### src/rtl/grid_mem_arbiter_if.sv
// Bus bundle between the grid controller, video fetch, arbiter and grid RAM.
// GRID_ARB_LOCK_EN adds the game_lock signal.
interface grid_mem_arbiter_if;
  logic       game_req;
  logic       game_we;
  logic [7:0] game_addr;
  logic [7:0] game_wdata;
  logic       game_gnt;
  logic       game_rvalid;
  logic [7:0] game_rdata;
  logic       vid_req;
  logic [7:0] vid_addr;
  logic       vid_gnt;
  logic       vid_rvalid;
  logic [7:0] vid_rdata;
  logic [7:0] mem_addr;
  logic [7:0] mem_wdata;
  logic       mem_we;
  logic [7:0] mem_rdata;
`ifdef GRID_ARB_LOCK_EN
  logic       game_lock;
`endif

  // Requester and RAM side of the bus.
  modport master (
    output game_req, game_we, game_addr, game_wdata,
    input  game_gnt, game_rvalid, game_rdata,
    output vid_req, vid_addr,
    input  vid_gnt, vid_rvalid, vid_rdata,
    input  mem_addr, mem_wdata, mem_we,
    output mem_rdata
`ifdef GRID_ARB_LOCK_EN
    , output game_lock
`endif
  );

  // Arbiter side of the bus.
  modport slave (
    input  game_req, game_we, game_addr, game_wdata,
    output game_gnt, game_rvalid, game_rdata,
    input  vid_req, vid_addr,
    output vid_gnt, vid_rvalid, vid_rdata,
    output mem_addr, mem_wdata, mem_we,
    input  mem_rdata
`ifdef GRID_ARB_LOCK_EN
    , input game_lock
`endif
  );
endinterface

### src/rtl/grid_mem_arbiter.sv
// Arbiter sharing the single-port grid RAM between the game FSM and video
// fetch. Video wins by default; a run counter bounds how long game can wait.
// Optional macro GRID_ARB_LOCK_EN adds game_lock, which keeps video off the
// RAM while game owns it.
//
// state    | meaning
// IDLE     | no grant last cycle
// GNT_GAME | game owned the RAM last cycle (also held while locked and idle)
// GNT_VID  | video owned the RAM last cycle
module grid_mem_arbiter #(
  parameter int          GRID_DEPTH  = 252,
  parameter logic [7:0]  OOR_DATA    = 8'h08,
  parameter int          MAX_VID_RUN = 4
) (
  input logic               clk,
  input logic               reset,
  grid_mem_arbiter_if.slave bus
);

  localparam logic [8:0] DEPTH_LIM = 9'(GRID_DEPTH);
  localparam logic [3:0] MAX_RUN   = 4'(MAX_VID_RUN);

  typedef enum logic [1:0] {IDLE, GNT_GAME, GNT_VID} owner_t;

  owner_t     last_owner, next_owner;
  logic [3:0] vid_run_cnt;
  logic       game_gnt_c, vid_gnt_c;
  logic       game_oor, vid_oor, lock_hold;
  logic       game_rd_pend, vid_rd_pend, game_oor_pend, vid_oor_pend;
  logic [7:0] game_rdata_q, vid_rdata_q, game_rdata_c, vid_rdata_c;

  assign game_oor = {1'b0, bus.game_addr} >= DEPTH_LIM;
  assign vid_oor  = {1'b0, bus.vid_addr} >= DEPTH_LIM;

`ifdef GRID_ARB_LOCK_EN
  assign lock_hold = bus.game_lock && (last_owner == GNT_GAME);
`else
  assign lock_hold = 1'b0;
`endif

  // Grant decision and next owner; nothing is granted while in reset.
  always_comb begin
    game_gnt_c = 1'b0;
    vid_gnt_c  = 1'b0;
    next_owner = IDLE;
    if (!reset) begin
      if (bus.vid_req && !lock_hold &&
          !(bus.game_req && (vid_run_cnt == MAX_RUN))) begin
        vid_gnt_c  = 1'b1;
        next_owner = GNT_VID;
      end else if (bus.game_req) begin
        game_gnt_c = 1'b1;
        next_owner = GNT_GAME;
      end else if (lock_hold) begin
        // Keep ownership across idle cycles so the lock stays effective.
        next_owner = GNT_GAME;
      end
    end
  end

  // RAM drive and read-data return; rdata holds its last value between reads.
  always_comb begin
    bus.game_gnt  = game_gnt_c;
    bus.vid_gnt   = vid_gnt_c;
    bus.mem_addr  = game_gnt_c ? bus.game_addr : (vid_gnt_c ? bus.vid_addr : 8'h00);
    bus.mem_we    = game_gnt_c && bus.game_we && !game_oor;
    bus.mem_wdata = game_gnt_c ? bus.game_wdata : 8'h00;
    game_rdata_c  = game_rd_pend ? (game_oor_pend ? OOR_DATA : bus.mem_rdata) : game_rdata_q;
    vid_rdata_c   = vid_rd_pend ? (vid_oor_pend ? OOR_DATA : bus.mem_rdata) : vid_rdata_q;
    bus.game_rvalid = game_rd_pend && !reset;
    bus.vid_rvalid  = vid_rd_pend && !reset;
    bus.game_rdata  = reset ? 8'h00 : game_rdata_c;
    bus.vid_rdata   = reset ? 8'h00 : vid_rdata_c;
  end

  // Owner, starvation counter, read-pending flags and held read data.
  always_ff @(posedge clk) begin
    if (reset) begin
      last_owner    <= IDLE;
      vid_run_cnt   <= 4'd0;
      game_rd_pend  <= 1'b0;
      vid_rd_pend   <= 1'b0;
      game_oor_pend <= 1'b0;
      vid_oor_pend  <= 1'b0;
      game_rdata_q  <= 8'h00;
      vid_rdata_q   <= 8'h00;
    end else begin
      last_owner <= next_owner;
      if (game_gnt_c || !bus.game_req)
        vid_run_cnt <= 4'd0;
      else if (vid_gnt_c && (vid_run_cnt != MAX_RUN))
        vid_run_cnt <= vid_run_cnt + 4'd1;
      game_rd_pend  <= game_gnt_c && !bus.game_we;
      vid_rd_pend   <= vid_gnt_c;
      game_oor_pend <= game_oor;
      vid_oor_pend  <= vid_oor;
      game_rdata_q  <= game_rdata_c;
      vid_rdata_q   <= vid_rdata_c;
    end
  end

endmodule

### src/flat_wrapper.sv
// flat-port wrapper written by rule: the top's interface ports become plain ports
module grid_mem_arbiter_flat 
#(
  parameter int          GRID_DEPTH  = 252,
  parameter logic [7:0]  OOR_DATA    = 8'h08,
  parameter int          MAX_VID_RUN = 4
)
  (clk, reset, bus_game_req, bus_game_we, bus_game_addr, bus_game_wdata, bus_game_gnt, bus_game_rvalid, bus_game_rdata, bus_vid_req, bus_vid_addr, bus_vid_gnt, bus_vid_rvalid, bus_vid_rdata, bus_mem_addr, bus_mem_wdata, bus_mem_we, bus_mem_rdata);
  grid_mem_arbiter_if bus_i ();
  input logic clk;
  input logic reset;
  input wire logic [$bits(bus_i.game_req)-1:0] bus_game_req;
  input wire logic [$bits(bus_i.game_we)-1:0] bus_game_we;
  input wire logic [$bits(bus_i.game_addr)-1:0] bus_game_addr;
  input wire logic [$bits(bus_i.game_wdata)-1:0] bus_game_wdata;
  output wire logic [$bits(bus_i.game_gnt)-1:0] bus_game_gnt;
  output wire logic [$bits(bus_i.game_rvalid)-1:0] bus_game_rvalid;
  output wire logic [$bits(bus_i.game_rdata)-1:0] bus_game_rdata;
  input wire logic [$bits(bus_i.vid_req)-1:0] bus_vid_req;
  input wire logic [$bits(bus_i.vid_addr)-1:0] bus_vid_addr;
  output wire logic [$bits(bus_i.vid_gnt)-1:0] bus_vid_gnt;
  output wire logic [$bits(bus_i.vid_rvalid)-1:0] bus_vid_rvalid;
  output wire logic [$bits(bus_i.vid_rdata)-1:0] bus_vid_rdata;
  output wire logic [$bits(bus_i.mem_addr)-1:0] bus_mem_addr;
  output wire logic [$bits(bus_i.mem_wdata)-1:0] bus_mem_wdata;
  output wire logic [$bits(bus_i.mem_we)-1:0] bus_mem_we;
  input wire logic [$bits(bus_i.mem_rdata)-1:0] bus_mem_rdata;
  assign bus_i.game_req = bus_game_req;
  assign bus_i.game_we = bus_game_we;
  assign bus_i.game_addr = bus_game_addr;
  assign bus_i.game_wdata = bus_game_wdata;
  assign bus_game_gnt = bus_i.game_gnt;
  assign bus_game_rvalid = bus_i.game_rvalid;
  assign bus_game_rdata = bus_i.game_rdata;
  assign bus_i.vid_req = bus_vid_req;
  assign bus_i.vid_addr = bus_vid_addr;
  assign bus_vid_gnt = bus_i.vid_gnt;
  assign bus_vid_rvalid = bus_i.vid_rvalid;
  assign bus_vid_rdata = bus_i.vid_rdata;
  assign bus_mem_addr = bus_i.mem_addr;
  assign bus_mem_wdata = bus_i.mem_wdata;
  assign bus_mem_we = bus_i.mem_we;
  assign bus_i.mem_rdata = bus_mem_rdata;
  grid_mem_arbiter #(.GRID_DEPTH(GRID_DEPTH), .OOR_DATA(OOR_DATA), .MAX_VID_RUN(MAX_VID_RUN)) u_core (.clk(clk), .reset(reset), .bus(bus_i));
endmodule
### config.mk
export PLATFORM = sky130hd
export DESIGN_NAME = grid_mem_arbiter_flat
export DESIGN_NICKNAME = d
export VERILOG_FILES = /design/src/rtl/grid_mem_arbiter_if.sv /design/src/rtl/grid_mem_arbiter.sv /design/src/flat_wrapper.sv
export SDC_FILE = /design/constraint.sdc
export NUM_CORES = 1
export LEC_CHECK = 0
export ABC_CLOCK_PERIOD_IN_PS = 3800
export BUFFER_PORTS_ARGS = -buffer_cell sky130_fd_sc_hd__buf_4
export CORE_MARGIN = 4
export CORE_UTILIZATION = 40
export DETAILED_ROUTE_END_ITERATION = 6
export PLACE_DENSITY = 0.77
export SYNTH_ARGS = -nofsm -noshare
export SYNTH_HDL_FRONTEND = slang
export SYNTH_SLANG_ARGS = --single-unit
### constraint.sdc
create_clock -name clk -period 3.8 [get_ports clk]
set_input_delay 0.76 -clock clk [delete_from_list [all_inputs] [get_ports clk]]
set_output_delay 0.76 -clock clk [all_outputs]
set_load 0.005 [all_outputs]
# After elaboration in Yosys (flattened, before gate mapping)
# Cells that the tools add are included.
[op_classes] mux=14 n_eq_ne=2 reduce_logical=15 add_sub_neg=1 order_cmp=2
[ops] operator="$mux 8" count=9
[ops] operator="$ge 8x8->1 const B" count=2
[ops] operator="$logic_and 1x1->1" count=8
[ops] operator="$logic_not 1->1" count=5
[ops] operator="$mux 1" count=5
[ops] operator="$add 4x1->4 const B" count=1
[ops] operator="$eq 4x3->1 const B" count=1
[ops] operator="$ne 4x3->1 const B" count=1
[ops] operator="$reduce_or 2->1" count=1
[ops] operator="$logic_or 1x1->1" count=1
[word_totals] output_inout_bits=37 in_bits=37 register_bits=24 word_cells=41

# Longest topological paths before layout
# Gate-level depths: netlist of the first run.
[depth] ltp_word=8 ltp_mapped=6 depth_no_buf=5

# Worst setup path after synthesis of the first run
# OpenSTA, ideal clock, no wires.
[synth_timing] path_kind="input port to output port" startpoint="input port bus_game_req" endpoint="output port bus_mem_addr[0]" arrival_ps=1470 t_required_ps=3040 setup_slack_ps=1570 n_path_buf=1 path_stages=4 cell_sequence="inv_1 > o211a_1 > clkbuf_1 > a22o_2"
[synth_via] elab_chain_cells=7 word_cells_on_any_way=10
[synth_rtl] item="from (decl)" line="flat_wrapper.sv:12" text="input wire logic [$bits(bus_i.game_req)-1:0] bus_game_req;"
[synth_rtl] item="$logic_and 1x1->1" line="grid_mem_arbiter.sv:48" text="!(bus.game_req && (vid_run_cnt == MAX_RUN))) begin"
[synth_rtl] item="$logic_not 1->1" line="grid_mem_arbiter.sv:48"
[synth_rtl] item="$logic_and 1x1->1" line="grid_mem_arbiter.sv:47" text="if (bus.vid_req && !lock_hold &&"
[synth_rtl] item="$mux 1" line="grid_mem_arbiter.sv:47"
[synth_rtl] item="$mux 1" line="grid_mem_arbiter.sv:46" text="if (!reset) begin"
[synth_rtl] item="net bus_vid_gnt" line="flat_wrapper.sv:21" text="output wire logic [$bits(bus_i.vid_gnt)-1:0] bus_vid_gnt;"
[synth_rtl] item="$mux 8 (2 in series)" line="grid_mem_arbiter.sv:65" text="bus.mem_addr = game_gnt_c ? bus.game_addr : (vid_gnt_c ? bus.vid_addr : 8'h00);"
[synth_rtl] item="to (decl)" line="flat_wrapper.sv:24" text="output wire logic [$bits(bus_i.mem_addr)-1:0] bus_mem_addr;"
# The timed path passes the listed nets, and every way through them passes these cells.

# Worst setup path in the final report of the first run
[layout_timing] startpoint="register u_core.vid_run_cnt[0]" endpoint="output port bus_mem_we"
[layout_via] elab_chain_cells=8
[layout_rtl] item="from (decl)" line="grid_mem_arbiter.sv:26" text="logic [3:0] vid_run_cnt;"
[layout_rtl] item="from (signal assigned)" line="grid_mem_arbiter.sv:92" text="vid_run_cnt <= vid_run_cnt + 4'd1;"
[layout_rtl] item="$eq 4x3->1" line="grid_mem_arbiter.sv:48"
[layout_rtl] item="$logic_and 1x1->1" line="grid_mem_arbiter.sv:48"
[layout_rtl] item="$logic_not 1->1" line="grid_mem_arbiter.sv:48"
[layout_rtl] item="$logic_and 1x1->1" line="grid_mem_arbiter.sv:47"
[layout_rtl] item="$mux 1" line="grid_mem_arbiter.sv:47"
[layout_rtl] item="$mux 1" line="grid_mem_arbiter.sv:46"
[layout_rtl] item="$logic_and 1x1->1 (2 in series)" line="grid_mem_arbiter.sv:66" text="bus.mem_we = game_gnt_c && bus.game_we && !game_oor;"
[layout_rtl] item="to (decl)" line="flat_wrapper.sv:26" text="output wire logic [$bits(bus_i.mem_we)-1:0] bus_mem_we;"
# No other way between the ends.

==> qor.csv, run 1 <==
stage;metric;value;unit
clock_network;Skew-Pair Late Insertion Delay;0.30;ns
place;Final HPWL DP;2510;um
detailed_routing;Residual DRC;0;
clock_network;Clk Tree Root Cell;clkbuf_4;
clock_network;post_cts resized;0;
timing;Hold WS;0.486;ns
yosys;synthesized area;0.00114;sq mm
yosys;synth unique cells;25;
power;net switching power;111;uW
run_status;outcome;finished clean;
yosys;Synth Instances;125;
layout;Post-Layout Cell Count;226;
yosys;Synth top area share;42.2;%
critical_path;Worst EP arrival;2.03;ns
power;leakage power;0.828;nW
clock_network;CTS max path bufs;2;
yosys;asr flop ratio synth;0;%
die;Initial Util;41.7;%
clock_network;CTS tree;yes;
timing;Slew @ Worst Pin;0.616;ns
place;placed cell area;0.00169;sq mm
layout;diode count;0;
yosys;area leader, netlist;dfxtp_1;
yosys;Ys Warns;0;
yosys;largest cells by area after synthesis;dfxtp_1 42%, a22o_2 7.0%, a21oi_1 6.1%, and2_2 5.3%, nand3b_1 5.3%;
detailed_routing;Routed Antenna Nets;0;
timing;fmax;358;MHz
power;Sw Share;22.9;%
clock_network;clock buffer count from CTS;3;
grt;Remaining Overflow, GRT;0;
timing;unrepaired setup endpoints after global routing;no;
yosys;top post-synthesis cells by count;24 x dfxtp_1, 14 x a21oi_1, 14 x nor2_1;
detailed_routing;Via density;5.08;
die;Die Y;61.4;um
place;placed insts;222;
yosys;most numerous cell in the Yosys netlist;dfxtp_1;
layout;fin area;0.00173;sq mm
yosys;Synth Flop Type;dfxtp_1;
die;row cnt;19;
timing;TNS Setup;0;ns
clock_network;setup bufs post-CTS;0;
detailed_routing;Initial DRT Pass Iterations;4;
timing;final critical-path share of the clock period;73.4;%
yosys;EDFF count, synth;0;
power;Int Power;374;uW
grt;first-pass GRT wire length;4750;um
grt;Total GRT Usage;16.9;%
detailed_routing;Avg WL per Cell;13.5;um
critical_path;CP Launch Type;flip-flop;
layout;Final nets;235;
timing;Final Worst Setup Slack;1.01;ns
layout;# fillers;229;
yosys;Mapped Nets;164;
yosys;flops & latches, synth;24;
yosys;Syn Area/Cell;9.12;sq um
timing;setup violators final;0;
critical_path;Setup CP Type;flip-flop to primary output;
timing;Final Max Slew Viols;0;
hold_path;Hold/Removal Path Class;flip-flop to flip-flop;
die;Top-Level Pins;74;
grt;initial antenna violation count;0;
clock_network;TritonCTS Sinks;24;
die;Die Footprint;0.00377;sq mm
grt;vias in the first global route;1170;
detailed_routing;Via Count;1149;
die;Core Box Area;0.00273;sq mm
place;RePlAce Congestion;0.798;
power;VDD IR max;0.000184;V
yosys;sequential area share after synthesis;42.2;%
die;Die X-Extent;61.4;um
timing;endpoints failing hold;0;
power;pwr dens;281;mW/mm^2
clock_network;CTS H-Tree Depth;1;
grt;largest net degree at the start of global routing;23;
clock_network;Hold-fix buffers, CTS;0;
timing;Max-slew headroom;58.8;%
clock_network;Clk pin slew, worst setup/hold paths;0.12;ns
critical_path;Max Fanout on Critical Path;19;
place;IO buf count;73;
detailed_routing;initial DRC count;51;
flow_run;maxcap violations;0;
detailed_routing;Routed Wire Length;3050;um
place;Place WS;1.12;ns
power;sequential share of power;54.4;%
critical_path;critical path endpoint category;primary output;
timing;minimum clock period after layout;2.79;ns
layout;layout cells sized above 1;49.7;%
timing;Worst Skew;0.00282;ns
power;Comb pwr share;19.1;%
critical_path;WP data required;3.04;ns
power;clock power share;26.5;%
layout;area delta synth->final;51.7;%
kinds of logic (layout without fill, tap and decap cells):
group           Yosys count  in the layout  synth area share [%]
compound gates           27             27                  18.0
simple gates             57             57                  31.2
xor+xnor                  2              2                  1.54
flops                    24             24                  42.2
fa+ha+maj                 2              2                  2.20
buf+inv                  13             83                  4.94
stage by stage:
stage               total power, mW  utilization [%]
floorplan                     0.303                -
global placement              0.361             61.9
detailed placement            0.363             61.9
CTS                           0.489             63.2
global route                  0.512             63.2
finish                        0.486             63.2
worst max-delay path: stages (launching register included):
cell and delay (ns):
dfxtp_1 0.36, inv_1 0.07, ha_1 0.19, nand3b_4 0.12, a211oi_4 0.59, and3_2 0.29
buf_4 0.10
flip-flops by register name, indices dropped and copies added, names as in the netlist:
| signal | count |
|---|---|
| u_core.game_oor_pend | 1 |
| u_core.game_rdata_q | 8 |
| u_core.vid_oor_pend | 1 |
| u_core.vid_rd_pend | 1 |
| u_core.game_rd_pend | 1 |
| u_core.vid_rdata_q | 8 |
| u_core.vid_run_cnt | 4 |
cell usage in the layout (no fill, tap or decap), types with 2 or more instances in the layout:
cell and count:
nand3b_1 8, nand3_1 2, o211a_1 2, nand4_1 2, dfxtp_1 24, a22o_2 8, nor2b_1 9, ha_1 2
a21oi_1 14, and2_2 8, nor2_1 14, buf_4 73, a211oi_1 2, clkbuf_4 3, nand2b_1 8, inv_1 6
power groups by stage:
| stage | Sequential [mW] | Clock, mW | Combinational [mW] |
|---|---|---|---|
| finish | 0.264 | 0.129 | 0.0926 |
| detailed placement | 0.270 | 0 | 0.0932 |
| CTS | 0.264 | 0.131 | 0.0935 |
| global route | 0.265 | 0.145 | 0.102 |
| global placement | 0.269 | 0 | 0.0913 |
| floorplan | 0.267 | 0 | 0.0360 |
worst paths after layout:
| check | start | to | slack (ns) | cells after the start |
|---|---|---|---|---|
| setup / recovery | u_core.vid_run_cnt[0]$_SDFFE_PP0P_ | bus_mem_we | 1.01 | 6 |
| setup reg to reg | u_core.vid_run_cnt[0]$_SDFFE_PP0P_ | u_core.game_rd_pend$_SDFF_PP0_ | 2.19 | 5 |
| hold reg to reg | u_core.vid_run_cnt[0]$_SDFFE_PP0P_ | u_core.vid_run_cnt[0]$_SDFFE_PP0P_ | 0.49 | 1 |
| hold / removal | u_core.vid_run_cnt[0]$_SDFFE_PP0P_ | u_core.vid_run_cnt[0]$_SDFFE_PP0P_ | 0.49 | 1 |
routing by layer:
metal  track usage, %  vias to the layer above  wire, um
met1             19.7                      518      1220
li1                 -                      564         -
met2             29.3                       65      1470
met4             7.27                        0        27
met3             3.98                        2       336
met5                0                        -         0
area by class of cell:
type,count,area (sq um),area share (%)
multi-input cells,88,603,34.9
flip-flops and latches,24,480,27.8
repair buffers,73,548,31.7
clock buffers,4,36.3,2.10
well taps,31,38.8,2.24
inverters,6,22.5,1.30
(Power assumes the default switching activity.)
==> run 2: changes to the inputs <==
- ABC_AREA: unset -> 1
- ABC_CLOCK_PERIOD_IN_PS: 3800 -> 2300
- CORE_UTILIZATION: 40 -> 36
- PLACE_DENSITY: 0.77 -> 0.74
- clock period: 3.8 -> 2.3 ns (I/O delays scaled with it)
==> run 2 against run 1 <==
Compared with the run above:
- cell count rose by 15%
- register-to-register slack got worse by 1.2 ns
- wire length fell by 6.9%
- die area rose by 5.1%
- sequential share of layout area rose by 0.80 points
- critical path type unchanged
- largest cell class is now buffers
==> qor.csv, run 2 <==
stage;metric;value;unit;change
run_status;outcome;finished clean;;unchanged
yosys;most numerous cell in the Yosys netlist;nand2_1;;was dfxtp_1
die;Initial Util;38.4;%;was 41.7%
timing;Final Max Slew Viols;0;;unchanged
clock_network;Clk pin slew, worst setup/hold paths;0.12;ns;about the same
detailed_routing;Avg WL per Cell;10.9;um;was 13.5 um
grt;first-pass GRT wire length;4840;um;was 4750 um
power;total power;767;uW;was 486 uW
die;Top-Level Pins;74;;unchanged
detailed_routing;Initial DRT Pass Iterations;4;;unchanged
layout;fin util;59.6;%;was 63.2%
power;VDD IR max;0.000182;V;was 0.000184 V
hold_path;Hold/Removal Path Class;input port to flip-flop;;was flip-flop to flip-flop
timing;Worst Skew;0.00178;ns;was 0.00282 ns
detailed_routing;initial DRC count;36;;was 51
layout;diode count;0;;unchanged
timing;Final Worst Setup Slack;0.184;ns;was 1.01 ns
die;Die Footprint;0.00396;sq mm;was 0.00377 sq mm
critical_path;Setup CP Type;flip-flop to primary output;;unchanged
power;leakage power;0.873;nW;was 0.828 nW
detailed_routing;Residual DRC;0;;unchanged
yosys;synth unique cells;17;;was 25
clock_network;CTS tree;yes;;unchanged
detailed_routing;Via Count;1184;;was 1149
place;placed insts;258;;was 222
grt;Total GRT Usage;14.6;%;was 16.9%
layout;fin area;0.00169;sq mm;was 0.00173 sq mm
layout;Largest regs;u_core.game_rdata_q (8), u_core.vid_rdata_q (8), u_core.vid_run_cnt (4);;unchanged
detailed_routing;Detail Route met2 WL;1270;um;was 1470 um
detailed_routing;Via density;4.54;;was 5.08
yosys;largest cells by area after synthesis;dfxtp_1 44%, nand2_1 19%, nor2_1 7.6%, a21oi_1 7.4%, inv_1 4.8%;;was dfxtp_1 42%, a22o_2 7.0%, a21oi_1 6.1%, and2_2 5.3%, nand3b_1 5.3%
critical_path;Max Fanout on Critical Path;10;;was 19
grt;initial antenna violation count;0;;unchanged
yosys;Synth Flop Type;dfxtp_1;;unchanged
yosys;asr flop ratio synth;0;%;unchanged
clock_network;clock buffer count from CTS;3;;unchanged
critical_path;Worst EP arrival;1.66;ns;was 2.03 ns
flow_run;maxcap violations;0;;unchanged
timing;endpoints failing hold;0;;unchanged
grt;Remaining Overflow, GRT;0;;unchanged
detailed_routing;Routed Antenna Nets;0;;unchanged
detailed_routing;Top Layer Used;met4;;unchanged
timing;unrepaired setup endpoints after global routing;no;;unchanged
timing;setup violators final;0;;unchanged
yosys;Mapped Nets;195;;was 164
layout;layout cells sized above 1;37.4;%;was 49.7%
place;RePlAce Congestion;0.760;;was 0.798
timing;TNS Setup;0;ns;unchanged
place;IO buf count;73;;unchanged
clock_network;Skew-Pair Late Insertion Delay;0.29;ns;was 0.30 ns
timing;Max-slew headroom;67.3;%;was 58.8%
clock_network;Clk Tree Root Cell;clkbuf_4;;unchanged
die;Die X-Extent;62.9;um;was 61.4 um
place;placed cell area;0.00166;sq mm;was 0.00169 sq mm
yosys;synthesized area;0.00109;sq mm;was 0.00114 sq mm
clock_network;TritonCTS Sinks;24;;unchanged
detailed_routing;Routed Wire Length;2840;um;was 3050 um
timing;Hold WS;0.309;ns;was 0.486 ns
yosys;Ys Warns;0;;unchanged
timing;fmax;473;MHz;
layout;most frequent cells in the layout;74 x buf_4, 54 x nand2_1, 23 x dfxtp_1, 22 x nor2_1, 16 x a21oi_1;;was 73 x buf_4, 24 x dfxtp_1, 14 x a21oi_1, 14 x nor2_1, 9 x nor2b_1
yosys;Synth top area share;44.2;%;was 42.2%
timing;minimum clock period after layout;2.12;ns;
grt;vias in the first global route;1154;;was 1170
yosys;flops & latches, synth;24;;unchanged
yosys;area leader, netlist;dfxtp_1;;unchanged
yosys;sequential area share after synthesis;44.2;%;was 42.2%
detailed_routing;met3 WL;269;um;was 336 um
die;Core Box Area;0.00283;sq mm;was 0.00273 sq mm
grt;largest net degree at the start of global routing;22;;was 23
layout;Post-Layout Cell Count;261;;was 226
place;Place WS;0.512;ns;was 1.12 ns
layout;Final nets;271;;was 235
detailed_routing;DRT met1 WL;1290;um;was 1220 um
yosys;EDFF count, synth;0;;unchanged
timing;Slew @ Worst Pin;0.489;ns;was 0.616 ns
critical_path;WP data required;1.84;ns;was 3.04 ns
yosys;top post-synthesis cells by count;54 x nand2_1, 24 x dfxtp_1, 22 x nor2_1;;was 24 x dfxtp_1, 14 x a21oi_1, 14 x nor2_1
place;Final HPWL DP;2370;um;was 2510 um
layout;area delta synth->final;55.2;%;was 51.7%
yosys;Syn Area/Cell;6.96;sq um;was 9.12 sq um
critical_path;CP Launch Type;flip-flop;;unchanged
clock_network;CTS max path bufs;2;;unchanged
layout;# fillers;274;;was 229
layout;most common cell after layout, fill and taps aside;buf_4;;unchanged
yosys;Synth Instances;156;;was 125
timing;final critical-path share of the clock period;92.0;%;
die;Die Y;62.9;um;was 61.4 um
clock_network;CTS H-Tree Depth;1;;unchanged
critical_path;critical path endpoint category;primary output;;unchanged
power;pwr dens;455;mW/mm^2;was 281 mW/mm^2
die;row cnt;19;;unchanged
==> run 2: logic make-up after synthesis <==
kind of cell | count (synthesis) | share of synthesized area [%]
xor+xnor | 3 | 2.42
compound gates | 18 | 8.30
buf+inv | 20 | 7.83
fa+ha+maj | 2 | 2.30
simple gates | 89 | 34.9
flops | 24 | 44.2
==> run 2: power by group <==
group          total [mW]  leakage, nW  switching, mW  internal, mW
logic               0.163        0.663         0.0733        0.0901
clock network       0.169       0.0138          0.108        0.0609
registers           0.435        0.196        0.00512         0.430
total               0.767        0.873          0.186         0.581
==> run 2: worst max-delay path: stages (launching register included) <==
cell and delay, ns:
dfxtp_2 0.35, inv_1 0.08, ha_2 0.18, nand4_1 0.12, nand2_2 0.14, nand2_1 0.09
buf_4 0.18, nor2_1 0.10, buf_4 0.12
==> run 2: path summary, 6_finish.rpt <==
path                                      startpoint                            endpoint  slack [ns]  cells after the start
setup / recovery  u_core.vid_run_cnt[0]$_SDFFE_PP0P_                    bus_mem_wdata[4]        0.18                      8
hold / removal                           bus_game_we      u_core.game_rd_pend$_SDFF_PP0_        0.31                      2
setup reg to reg  u_core.vid_run_cnt[0]$_SDFFE_PP0P_  u_core.vid_run_cnt[1]$_SDFFE_PP0P_        1.01                      7
hold reg to reg       u_core.game_rdata_q[7]$_DFF_P_      u_core.game_rdata_q[7]$_DFF_P_        0.48                      2
==> run 2: layout make-up <==
cell class	count	area (sq um)	area share [%]
clock buffer	3	22.5	1.34
inverter	17	63.8	3.79
multi-input combinational	112	523	31.0
sequential	24	482	28.6
tap	31	38.8	2.30
timing repair buffer	74	556	33.0
==> run 2: repair_timing <==
action	CTS	global route
gates resized for setup	0	2
setup endpoints to repair	0	3
hold buffers	0	0
setup buffers	0	0
==> run 2: routing by layer <==
layer / vias up / global-route usage, %
met5: - / 0
met4: 0 / 3.31
met3: 2 / 4.86
met2: 47 / 24.4
met1: 506 / 18.1
li1: 629 / -
